`src/rtl/fetch_queue_pkg.sv`:
```
// rtl/fetch_queue_pkg.sv - shared instruction-record widths for fetch, fetch queue and decode
package fetch_queue_pkg;

    localparam int fq_address_width     = 64;
    localparam int fq_instruction_width = 32;
    localparam int fq_pid_size          = 20;
    localparam int fq_tid_size          = 16;
    localparam int fq_counter_width     = 64;
    localparam int fq_queue_depth       = 8;
    localparam int fq_ptr_width         = 3;

    // Record layout, most significant field first:
    // {instruction, address, is64Bit, pid, tid, majId}
    function automatic int fq_entry_width(input int aw, input int iw, input int pw,
                                          input int tw, input int cw);
        return iw + aw + 1 + pw + tw + cw;
    endfunction

endpackage

```
`src/rtl/fetch_queue_if.sv`:
```
// rtl/fetch_queue_if.sv - fetch/decode side signal bundle of the fetch queue
interface fetch_queue_if
    import fetch_queue_pkg::*;
#(
    parameter int addressWidth            = fq_address_width,
    parameter int instructionWidth        = fq_instruction_width,
    parameter int PidSize                 = fq_pid_size,
    parameter int TidSize                 = fq_tid_size,
    parameter int instructionCounterWidth = fq_counter_width,
    parameter int ptrWidth                = fq_ptr_width
);
    logic                               enable_i;
    logic [instructionWidth-1:0]        instruction_i;
    logic [addressWidth-1:0]            instructionAddress_i;
    logic                               is64Bit_i;
    logic [PidSize-1:0]                 instructionPid_i;
    logic [TidSize-1:0]                 instructionTid_i;
    logic                               flush_i;
    logic                               stall_i;
    logic                               full_o;
    logic                               empty_o;
    logic [ptrWidth:0]                  count_o;
    logic                               overflow_o;
    logic                               enable_o;
    logic [instructionWidth-1:0]        instruction_o;
    logic [addressWidth-1:0]            instructionAddress_o;
    logic                               is64Bit_o;
    logic [PidSize-1:0]                 instructionPid_o;
    logic [TidSize-1:0]                 instructionTid_o;
    logic [instructionCounterWidth-1:0] instructionMajId_o;

    modport master (
        output enable_i, instruction_i, instructionAddress_i, is64Bit_i,
               instructionPid_i, instructionTid_i, flush_i, stall_i,
        input  full_o, empty_o, count_o, overflow_o, enable_o, instruction_o,
               instructionAddress_o, is64Bit_o, instructionPid_o,
               instructionTid_o, instructionMajId_o
    );

    modport slave (
        input  enable_i, instruction_i, instructionAddress_i, is64Bit_i,
               instructionPid_i, instructionTid_i, flush_i, stall_i,
        output full_o, empty_o, count_o, overflow_o, enable_o, instruction_o,
               instructionAddress_o, is64Bit_o, instructionPid_o,
               instructionTid_o, instructionMajId_o
    );
endinterface

```
`src/rtl/fetch_queue_storage.sv`:
```
// rtl/fetch_queue_storage.sv - register array with one write port and one read port
module fetch_queue_storage #(
    parameter int width = 1,
    parameter int depth = 8,
    parameter int ptr_w = 3
) (
    input  logic             clock_i,
    input  logic             we,
    input  logic [ptr_w-1:0] waddr,
    input  logic [width-1:0] wdata,
    input  logic [ptr_w-1:0] raddr,
    output logic [width-1:0] rdata
);
    logic [width-1:0] mem_q [depth];

    // Contents are qualified by the control's count, so no reset is needed.
    always_ff @(posedge clock_i) begin
        if (we) begin
            mem_q[waddr] <= wdata;
        end
    end

    assign rdata = mem_q[raddr];
endmodule

```
`src/rtl/fetch_queue.sv`:
```
// rtl/fetch_queue.sv - instruction fetch queue with major-ID stamping and registered output stage
module fetch_queue
    import fetch_queue_pkg::*;
#(
    parameter int addressWidth            = fq_address_width,
    parameter int instructionWidth        = fq_instruction_width,
    parameter int PidSize                 = fq_pid_size,
    parameter int TidSize                 = fq_tid_size,
    parameter int instructionCounterWidth = fq_counter_width,
    parameter int queueDepth              = fq_queue_depth,
    parameter int ptrWidth                = fq_ptr_width
) (
    input  logic          clock_i,
    input  logic          reset_i,
    fetch_queue_if.slave  fq
);
    localparam int entry_w = fq_entry_width(addressWidth, instructionWidth, PidSize,
                                            TidSize, instructionCounterWidth);

    logic [ptrWidth-1:0]                wp_q, wp_d, rp_q, rp_d;
    logic [ptrWidth:0]                  count_q, count_d;
    logic [instructionCounterWidth-1:0] maj_ctr_q, maj_ctr_d;
    logic                               overflow_q, overflow_d;
    logic                               enable_q, enable_d;
    logic [entry_w-1:0]                 out_q, out_d;
    logic [entry_w-1:0]                 wdata, rdata;
    logic                               full, push, pop;

    assign full  = (count_q == (ptrWidth+1)'(queueDepth));
    assign wdata = {fq.instruction_i, fq.instructionAddress_i, fq.is64Bit_i,
                    fq.instructionPid_i, fq.instructionTid_i, maj_ctr_q};

    fetch_queue_storage #(
        .width (entry_w),
        .depth (queueDepth),
        .ptr_w (ptrWidth)
    ) u_storage (
        .clock_i (clock_i),
        .we      (push),
        .waddr   (wp_q),
        .wdata   (wdata),
        .raddr   (rp_q),
        .rdata   (rdata)
    );

    // Push/pop decisions and next state; flush overrides push, pop and stall.
    always_comb begin
        push       = fq.enable_i && !full && !fq.flush_i;
        pop        = !fq.stall_i && !fq.flush_i && (count_q != '0);
        wp_d       = wp_q;
        rp_d       = rp_q;
        count_d    = count_q;
        enable_d   = enable_q;
        out_d      = out_q;
        maj_ctr_d  = maj_ctr_q + instructionCounterWidth'(push);
        // A push refused only because of a flush is not an overflow.
        overflow_d = overflow_q || (fq.enable_i && full && !fq.flush_i);
        if (fq.flush_i) begin
            wp_d     = '0;
            rp_d     = '0;
            count_d  = '0;
            enable_d = 1'b0;
        end else begin
            if (push) begin
                wp_d = wp_q + 1'b1;
            end
            if (pop) begin
                rp_d  = rp_q + 1'b1;
                out_d = rdata;
            end
            if (!fq.stall_i) begin
                enable_d = (count_q != '0);
            end
            count_d = count_q + (ptrWidth+1)'(push) - (ptrWidth+1)'(pop);
        end
    end

    // State registers; reset clears everything except the array contents.
    always_ff @(posedge clock_i or negedge reset_i) begin
        if (!reset_i) begin
            wp_q       <= '0;
            rp_q       <= '0;
            count_q    <= '0;
            maj_ctr_q  <= '0;
            overflow_q <= 1'b0;
            enable_q   <= 1'b0;
            out_q      <= '0;
        end else begin
            wp_q       <= wp_d;
            rp_q       <= rp_d;
            count_q    <= count_d;
            maj_ctr_q  <= maj_ctr_d;
            overflow_q <= overflow_d;
            enable_q   <= enable_d;
            out_q      <= out_d;
        end
    end

    assign fq.full_o     = full;
    assign fq.empty_o    = (count_q == '0);
    assign fq.count_o    = count_q;
    assign fq.overflow_o = overflow_q;
    assign fq.enable_o   = enable_q;
    assign {fq.instruction_o, fq.instructionAddress_o, fq.is64Bit_o,
            fq.instructionPid_o, fq.instructionTid_o, fq.instructionMajId_o} = out_q;
endmodule

```
`src/flat_wrapper.sv`:
```
// flat-port wrapper written by rule: the top's interface ports become plain ports
module fetch_queue_flat import fetch_queue_pkg::*;
#(
    parameter int addressWidth            = fq_address_width,
    parameter int instructionWidth        = fq_instruction_width,
    parameter int PidSize                 = fq_pid_size,
    parameter int TidSize                 = fq_tid_size,
    parameter int instructionCounterWidth = fq_counter_width,
    parameter int queueDepth              = fq_queue_depth,
    parameter int ptrWidth                = fq_ptr_width
)
  (clock_i, reset_i, fq_enable_i, fq_instruction_i, fq_instructionAddress_i, fq_is64Bit_i, fq_instructionPid_i, fq_instructionTid_i, fq_flush_i, fq_stall_i, fq_full_o, fq_empty_o, fq_count_o, fq_overflow_o, fq_enable_o, fq_instruction_o, fq_instructionAddress_o, fq_is64Bit_o, fq_instructionPid_o, fq_instructionTid_o, fq_instructionMajId_o);
  fetch_queue_if #(.addressWidth(addressWidth), .instructionWidth(instructionWidth), .PidSize(PidSize), .TidSize(TidSize), .instructionCounterWidth(instructionCounterWidth), .ptrWidth(ptrWidth)) fq_i ();
  input  logic clock_i;
  input  logic reset_i;
  input wire logic [$bits(fq_i.enable_i)-1:0] fq_enable_i;
  input wire logic [$bits(fq_i.instruction_i)-1:0] fq_instruction_i;
  input wire logic [$bits(fq_i.instructionAddress_i)-1:0] fq_instructionAddress_i;
  input wire logic [$bits(fq_i.is64Bit_i)-1:0] fq_is64Bit_i;
  input wire logic [$bits(fq_i.instructionPid_i)-1:0] fq_instructionPid_i;
  input wire logic [$bits(fq_i.instructionTid_i)-1:0] fq_instructionTid_i;
  input wire logic [$bits(fq_i.flush_i)-1:0] fq_flush_i;
  input wire logic [$bits(fq_i.stall_i)-1:0] fq_stall_i;
  output wire logic [$bits(fq_i.full_o)-1:0] fq_full_o;
  output wire logic [$bits(fq_i.empty_o)-1:0] fq_empty_o;
  output wire logic [$bits(fq_i.count_o)-1:0] fq_count_o;
  output wire logic [$bits(fq_i.overflow_o)-1:0] fq_overflow_o;
  output wire logic [$bits(fq_i.enable_o)-1:0] fq_enable_o;
  output wire logic [$bits(fq_i.instruction_o)-1:0] fq_instruction_o;
  output wire logic [$bits(fq_i.instructionAddress_o)-1:0] fq_instructionAddress_o;
  output wire logic [$bits(fq_i.is64Bit_o)-1:0] fq_is64Bit_o;
  output wire logic [$bits(fq_i.instructionPid_o)-1:0] fq_instructionPid_o;
  output wire logic [$bits(fq_i.instructionTid_o)-1:0] fq_instructionTid_o;
  output wire logic [$bits(fq_i.instructionMajId_o)-1:0] fq_instructionMajId_o;
  assign fq_i.enable_i = fq_enable_i;
  assign fq_i.instruction_i = fq_instruction_i;
  assign fq_i.instructionAddress_i = fq_instructionAddress_i;
  assign fq_i.is64Bit_i = fq_is64Bit_i;
  assign fq_i.instructionPid_i = fq_instructionPid_i;
  assign fq_i.instructionTid_i = fq_instructionTid_i;
  assign fq_i.flush_i = fq_flush_i;
  assign fq_i.stall_i = fq_stall_i;
  assign fq_full_o = fq_i.full_o;
  assign fq_empty_o = fq_i.empty_o;
  assign fq_count_o = fq_i.count_o;
  assign fq_overflow_o = fq_i.overflow_o;
  assign fq_enable_o = fq_i.enable_o;
  assign fq_instruction_o = fq_i.instruction_o;
  assign fq_instructionAddress_o = fq_i.instructionAddress_o;
  assign fq_is64Bit_o = fq_i.is64Bit_o;
  assign fq_instructionPid_o = fq_i.instructionPid_o;
  assign fq_instructionTid_o = fq_i.instructionTid_o;
  assign fq_instructionMajId_o = fq_i.instructionMajId_o;
  fetch_queue #(.addressWidth(addressWidth), .instructionWidth(instructionWidth), .PidSize(PidSize), .TidSize(TidSize), .instructionCounterWidth(instructionCounterWidth), .queueDepth(queueDepth), .ptrWidth(ptrWidth)) u_core (.clock_i(clock_i), .reset_i(reset_i), .fq(fq_i));
endmodule
```
`config.mk`:
```
export PLATFORM = sky130hd
export DESIGN_NAME = fetch_queue_flat
export DESIGN_NICKNAME = d
export VERILOG_FILES = /design/src/rtl/fetch_queue_pkg.sv /design/src/rtl/fetch_queue_if.sv /design/src/rtl/fetch_queue_storage.sv /design/src/rtl/fetch_queue.sv /design/src/flat_wrapper.sv
export SDC_FILE = /design/constraint.sdc
export NUM_CORES = 2
export LEC_CHECK = 0
export ABC_CLOCK_PERIOD_IN_PS = 47500
export CORE_MARGIN = 4
export CORE_UTILIZATION = 59
export CTS_CLUSTER_SIZE = 40
export DETAILED_ROUTE_END_ITERATION = 8
export PLACE_DENSITY = 0.78
export SLEW_MARGIN = 10
export SYNTH_ARGS = -nofsm -noshare
export SYNTH_HDL_FRONTEND = slang
export SYNTH_SLANG_ARGS = --single-unit
```
`constraint.sdc`:
```
create_clock -name clock_i -period 47.5 [get_ports clock_i]
set_input_delay 4.75 -clock clock_i [delete_from_list [all_inputs] [get_ports clock_i]]
set_output_delay 4.75 -clock clock_i [all_outputs]
set_load 0.005 [all_outputs]
```
**Word-level counts from Yosys, hierarchy flattened**

Memory sizes are Yosys's and may differ from the RTL's. A register that Yosys moved wholly into a read port is not among the register bits.
Cells that the tools add are included.

- Flip-flop bits (word level): 76
- Latch bits: 0
- Bits in writable memories: 1576
- ROM bits: 0
- Input port bits: 138
- Output and inout bits: 205
- Logic and storage cells: 40
- Memories kept: 1

Memory list:

| memory | words | bits a word | rd ports | clocked after memory_dff | write ports | RTL line | source |
|---|---|---|---|---|---|---|---|
| u_core.u_storage.mem_q | 8 | 197 | 1 | 1 | 1 | fetch_queue_storage.sv:14 | `logic [width-1:0] mem_q [depth];` |

- $add $sub $neg: 5
- Multipliers: 0
- Divide/modulo/power cells: 0
- Order comparisons: 0
- Equality and inequality tests: 2
- Shifts and indexed selects: 0
- Mux-type cells: 9
- Bitwise operators: 1
- Reductions and logical operators: 16

Operators with widths:

| kind | number |
|---|---|
| adder 64 x 1 -> 64 bit | 1 |
| two-way mux 3 bit | 4 |
| adder 3 x 1 -> 3 bit (second input constant) | 2 |
| logical AND 1 bit | 6 |
| adder 4 x 1 -> 4 bit | 1 |
| == test 4 bit (second input constant) | 1 |
| zero test 1 bit | 4 |
| zero test 4 bit | 1 |
| two-way mux 1 bit | 4 |
| two-way mux 4 bit | 1 |
| nonzero test 2 bit | 2 |
| nonzero test 4 bit | 1 |
| subtractor 4 x 1 -> 4 bit | 1 |
| inequality test 2 bit (second input constant) | 1 |
| AND reduction 2 bit | 1 |
| logical OR 1 bit | 1 |
| inverter 1 bit | 1 |

**Depth between registers and ports, before layout**

- Depth in word-level cells: 7
- Gate-level depth with buffers: 13
- Gate-level depth less buffers: 11

**By module**

A second synthesis with hierarchy kept.

- Cells, all modules: 3036
- Area, all modules: 70164.8 um^2

Modules (own cells, without submodules):

| module | instances | cells an instance | area an instance (um^2) | sequential area each (um^2) |
|---|---|---|---|---|
| fetch_queue_storage | 1 | 2290 | 59224.3 | 47325.4 |
| fetch_queue | 1 | 746 | 10940.5 | 6831.6 |

**Worst setup path before layout**

OpenSTA, ideal clock, no wires.

- Path kind: in2reg
- From: input fq_flush_i
- To: memory u_core.u_storage.mem_q[0][0] in the netlist's numbering (enable)
- Setup time: 0.995 ns
- Arrival: 18.378 ns
- Data required time: 46.505 ns
- Slack: 28.127 ns
- Stages: 4
- Path buffers: 0
- Path through: inv_1 and3_1 nand2b_1 nor3_1

- Word-level cells in the longest chain between the ends: 4

RTL lines:

| item | RTL line | source |
|---|---|---|
| from (decl) | flat_wrapper.sv:22 | `input wire logic [$bits(fq_i.flush_i)-1:0] fq_flush_i;` |
| zero test 1 bit | fetch_queue.sv:48 | `push = fq.enable_i && !full && !fq.flush_i;` |
| logical AND 1 bit | fetch_queue.sv:48 |  |
| two-way mux 1 bit | fetch_queue_storage.sv:18 | `if (we) begin` |
| two-way mux 1 bit (not written as such) | fetch_queue_storage.sv:19 | `mem_q[waddr] <= wdata;` |
| to (decl) | fetch_queue_storage.sv:14 |  |

No other way between the ends.

**Worst setup path in the final report**

- From: input fq_flush_i
- To: memory u_core.u_storage.mem_q[4][42] in the netlist's numbering (enable)

Same word-level chain as after synthesis.

==> metrics <==
vias per inst=6.19; aggregate global routing overflow=0; fraction of synthesized area in multiplexers=0.157; growth of design area from synthesis to finish=16.0%; buffer levels on the longest clock path=3; worst hold path type=register to register; number of optimization iterations in the first detailed-route pass=5; total core area=0.116 sq mm; worst path buffer plus inverter count=4; die extent in x=350 microns; sinks on the clock net=1,849; crit path launch type=input port; number of buffers inserted during clock tree synthesis=177; commonest register cell after synthesis=sky130_fd_sc_hd__edfxtp_1; number of antenna violations at the first check in global routing=23; accumulated negative setup slack=0 ps; number of top-level pins=343; FF+latch count, synth=1,849; wire length of the first global-routing pass=227,000 microns; global placer's final weighted congestion=0.775; Data arrival, critical path=8180 ps; worst-skew pair later-pin latency=780 ps; number of distinct library cells after synthesis=39; transition time of the tightest slew-check pin=1370 ps; share of synthesized cell area in full adder, half adder and majority cells=0.00210; yosys synthesis warning count=0; cells on worst reg2reg path=6; post-detailed-route DRC marker count=0; pin count of the biggest net entering global routing=144; worst setup path startpoint=fq_flush_i; crit end category=register; compound-gate portion of the synthesized area=0.0148; maximum vdd drop=0.0503 mV; initial cell density of the core=0.595; post-synthesis share of cell area spent on xor and xnor gates=0.00861; y dimension of the die=350 microns; number of gates resized after CTS=0; count of nets after finishing=3,814; sequential share of the synthesized area=0.783; Clk Tree Root Cell=sky130_fd_sc_hd__clkbuf_16; number of setup violations in the final report=0; Core Rows=125; WL/cell=28.1 microns; number of max-slew violations in the final report=0; vias post-DR=33.2k; number of enable flip-flop cells after synthesis=1,576; combinational family with the most area after synthesis=multiplexers; Slowest cell on crit path=sky130_fd_sc_hd__buf_4; post-placement worst setup slack=38,930 ps; number of hold buffers added after cts=0; mean instance size in the synthesized netlist=21.2 sq um; wirelength, routed=151,000 microns; gr usage total=0.251; Mapped Area=0.0692 sq mm; final instance area=0.0802 sq mm; fraction of registers with async set or reset after synthesis=0.148; Power Density=53.1 mW/mm^2; Fill cells=6,984; clock transition at the register clock pins on the worst setup and hold paths after CTS=60 ps; overall power consumption=0.00426 W; clock period minus worst slack=7820 ps; RR Startpoint=u_core.rp_q[0]; R2R Path End=u_core.out_q[43]; static leakage=25.6 nW; unrepaired setup endpoints after global routing=no; Worst Setup Slack, final=39,680 ps; Peak Freq=128 MHz; maxcap violations=0; share of post-route cells with drive strength above 1=0.190; outcome=finished, final reports clean; final count of hold timing violations=0; biggest fanout along the worst timing path=140; Worst Skew=47.2 ps; vias in the first global route=35.0k; Iter 0 DRT Violations=3,376; Synthesized Nets=3,406; CP delay by family, top=buffers and inverters; end point of the critical path=u_core.u_storage.mem_q[4][42]; Rel. slew slack=0.0837; TritonCTS clock tree=yes; Stages on worst setup path=7; full die area=0.123 sq mm; worst setup path category=input port to register; number of levels the H-tree was split into=4; series of cell instances along the critical path=clkdlybuf4s50_1, inv_1, and3_1, nand2b_1, nor2_4, buf_12, buf_4; Tcrit/Tclk final=0.165; Placement Cell Area=0.0744 sq mm; number of buffers inserted by port buffering=342; simple-gate share of the synthesized area=0.0250; post-CTS setup-driven buffer insertion count=0; DRT antenna net count=0; data required time at the worst endpoint=47,860 ps; gate count of the mapped netlist=3,257; delay of the slowest cell on the worst path=840 ps; reg2reg setup slack=42,960 ps; HPWL after DPL=81,000 microns
==> per-layer routing <==
metal  track usage  part of all wire  vias up
li1              -                 -    14029
met1         0.338              0.39    17687
met2         0.424              0.52     1199
met3        0.0479             0.067      218
met4        0.0752             0.024       20
met5             0           0.00083        -
==> where the power goes <==
group          switching [W]  internal [W]  leakage [nW]  total [W]
logic               0.000408      0.000459          5.49   0.000867
clock network       0.000594      0.000808          2.84    0.00140
registers          0.0000938       0.00190          17.3    0.00199
==> worst min-delay path by stage <==
stage / slack, ps / cells after the start / startpoint / endpoint
after global routing: 510 / 1 / u_core.fq.overflow_o / u_core.fq.overflow_o
after floorplan: 470 / 1 / u_core.fq.overflow_o / u_core.fq.overflow_o
after global placement: 480 / 1 / u_core.fq.overflow_o / u_core.fq.overflow_o
after CTS: 490 / 1 / u_core.fq.overflow_o / u_core.fq.overflow_o
final: 500 / 1 / u_core.fq.overflow_o / u_core.fq.overflow_o
after detailed placement: 480 / 1 / u_core.fq.overflow_o / u_core.fq.overflow_o
==> cell type report <==
| cell class | instances | area (sq um) | area share |
|---|---|---|---|
| well taps | 1524 | 1910 | 0.0238 |
| repair buffers | 387 | 3870 | 0.0482 |
| inverters | 10 | 37.5 | 0.000468 |
| clock inverters | 102 | 1120 | 0.0140 |
| clock buffers | 224 | 4700 | 0.0585 |
| diodes | 17 | 42.5 | 0.000530 |
| multi-input cells | 1240 | 14400 | 0.180 |
| flip-flops and latches | 1849 | 54200 | 0.675 |
==> worst reg2reg max path: cells and delay by family (launching register included) <==
kind	cells	cell delay (ps)
flip-flops	1	1000
AO/OA/AOI/OAI	1	120
buffers and inverters	3	2290
multiplexers	2	990
==> cell families (layout without fill, tap and decap cells) <==
group	count (synthesis)	after routing
multiplexers	591	591
AO/OA/AOI/OAI	204	204
flip-flops	1849	1849
buffers and inverters	168	723
AND/OR/NAND/NOR	366	366
other	0	17
XOR/XNOR	68	68
adder cells (fa/ha/maj)	11	11
==> cells in the final DEF, fill, tap and decap left out, types with 16 or more instances in the layout <==
cell and n:
sky130_fd_sc_hd__mux2i_1 197, sky130_fd_sc_hd__edfxtp_1 1576, sky130_fd_sc_hd__nand3_1 35, sky130_fd_sc_hd__and3_1 17
sky130_fd_sc_hd__xor2_1 21, sky130_fd_sc_hd__nand4_1 16, sky130_fd_sc_hd__dfrtp_1 270, sky130_fd_sc_hd__clkbuf_1 39
sky130_fd_sc_hd__a21oi_1 201, sky130_fd_sc_hd__mux4_2 394, sky130_fd_sc_hd__clkbuf_16 178, sky130_fd_sc_hd__nand2_1 29
sky130_fd_sc_hd__clkdlybuf4s50_1 341, sky130_fd_sc_hd__buf_4 37, sky130_fd_sc_hd__xnor2_1 47, sky130_fd_sc_hd__clkinv_1 30
sky130_fd_sc_hd__diode_2 17, sky130_fd_sc_hd__clkinv_2 33, sky130_fd_sc_hd__bufinv_16 19, sky130_fd_sc_hd__nor2_1 216
==> per-stage QoR <==
| step | instances | hold WS, ps | util |
|---|---|---|---|
| after floorplan | 3257 | 466 | - |
| after global placement | 5010 | 479 | 0.639 |
| after detailed placement | 5010 | 483 | 0.639 |
| after CTS | 5336 | 494 | 0.689 |
| after global routing | 5344 | 511 | 0.689 |
| final | 5353 | 500 | 0.690 |
==> sequential cells by signal (all words and copies together), names as in the netlist <==
signal                  cells
u_core.fq.overflow_o        1
u_core.fq.count_o           4
u_core.maj_ctr_q           64
u_core.u_storage.mem_q   1576
u_core.rp_q                 3
u_core.out_q              197
u_core.fq.enable_o          1
u_core.wp_q                 3
==> Yosys cell counts, types with 2 or more instances <==
cell type / number / share of area
sky130_fd_sc_hd__dfrtp_1: 273 / 0.099
sky130_fd_sc_hd__nand3_1: 35 / 0.0025
sky130_fd_sc_hd__and2_1: 3 / 0.00027
sky130_fd_sc_hd__xnor2_1: 47 / 0.0059
sky130_fd_sc_hd__nor4_4: 3 / 0.00092
sky130_fd_sc_hd__nor3_1: 11 / 0.00080
sky130_fd_sc_hd__nor4_1: 3 / 0.00027
sky130_fd_sc_hd__and4_1: 7 / 0.00089
sky130_fd_sc_hd__nor2_1: 222 / 0.012
sky130_fd_sc_hd__mux4_2: 394 / 0.13
sky130_fd_sc_hd__and3_1: 17 / 0.0015
sky130_fd_sc_hd__a21oi_1: 201 / 0.015
sky130_fd_sc_hd__buf_1: 29 / 0.0016
sky130_fd_sc_hd__nand3_2: 2 / 0.00029
sky130_fd_sc_hd__edfxtp_1: 1576 / 0.68
sky130_fd_sc_hd__nand4_1: 16 / 0.0014
sky130_fd_sc_hd__mux2i_1: 197 / 0.028
sky130_fd_sc_hd__ha_1: 10 / 0.0018
sky130_fd_sc_hd__clkbuf_1: 81 / 0.0044
sky130_fd_sc_hd__or4_4: 2 / 0.00033
sky130_fd_sc_hd__nand2b_1: 3 / 0.00027
sky130_fd_sc_hd__inv_1: 10 / 0.00054
sky130_fd_sc_hd__nand2_1: 29 / 0.0016
sky130_fd_sc_hd__buf_2: 48 / 0.0035
sky130_fd_sc_hd__nor4_2: 3 / 0.00054
sky130_fd_sc_hd__xor2_1: 21 / 0.0027
sky130_fd_sc_hd__nor2b_1: 2 / 0.00018
No activity file was read; power rests on OpenSTA's default activity.
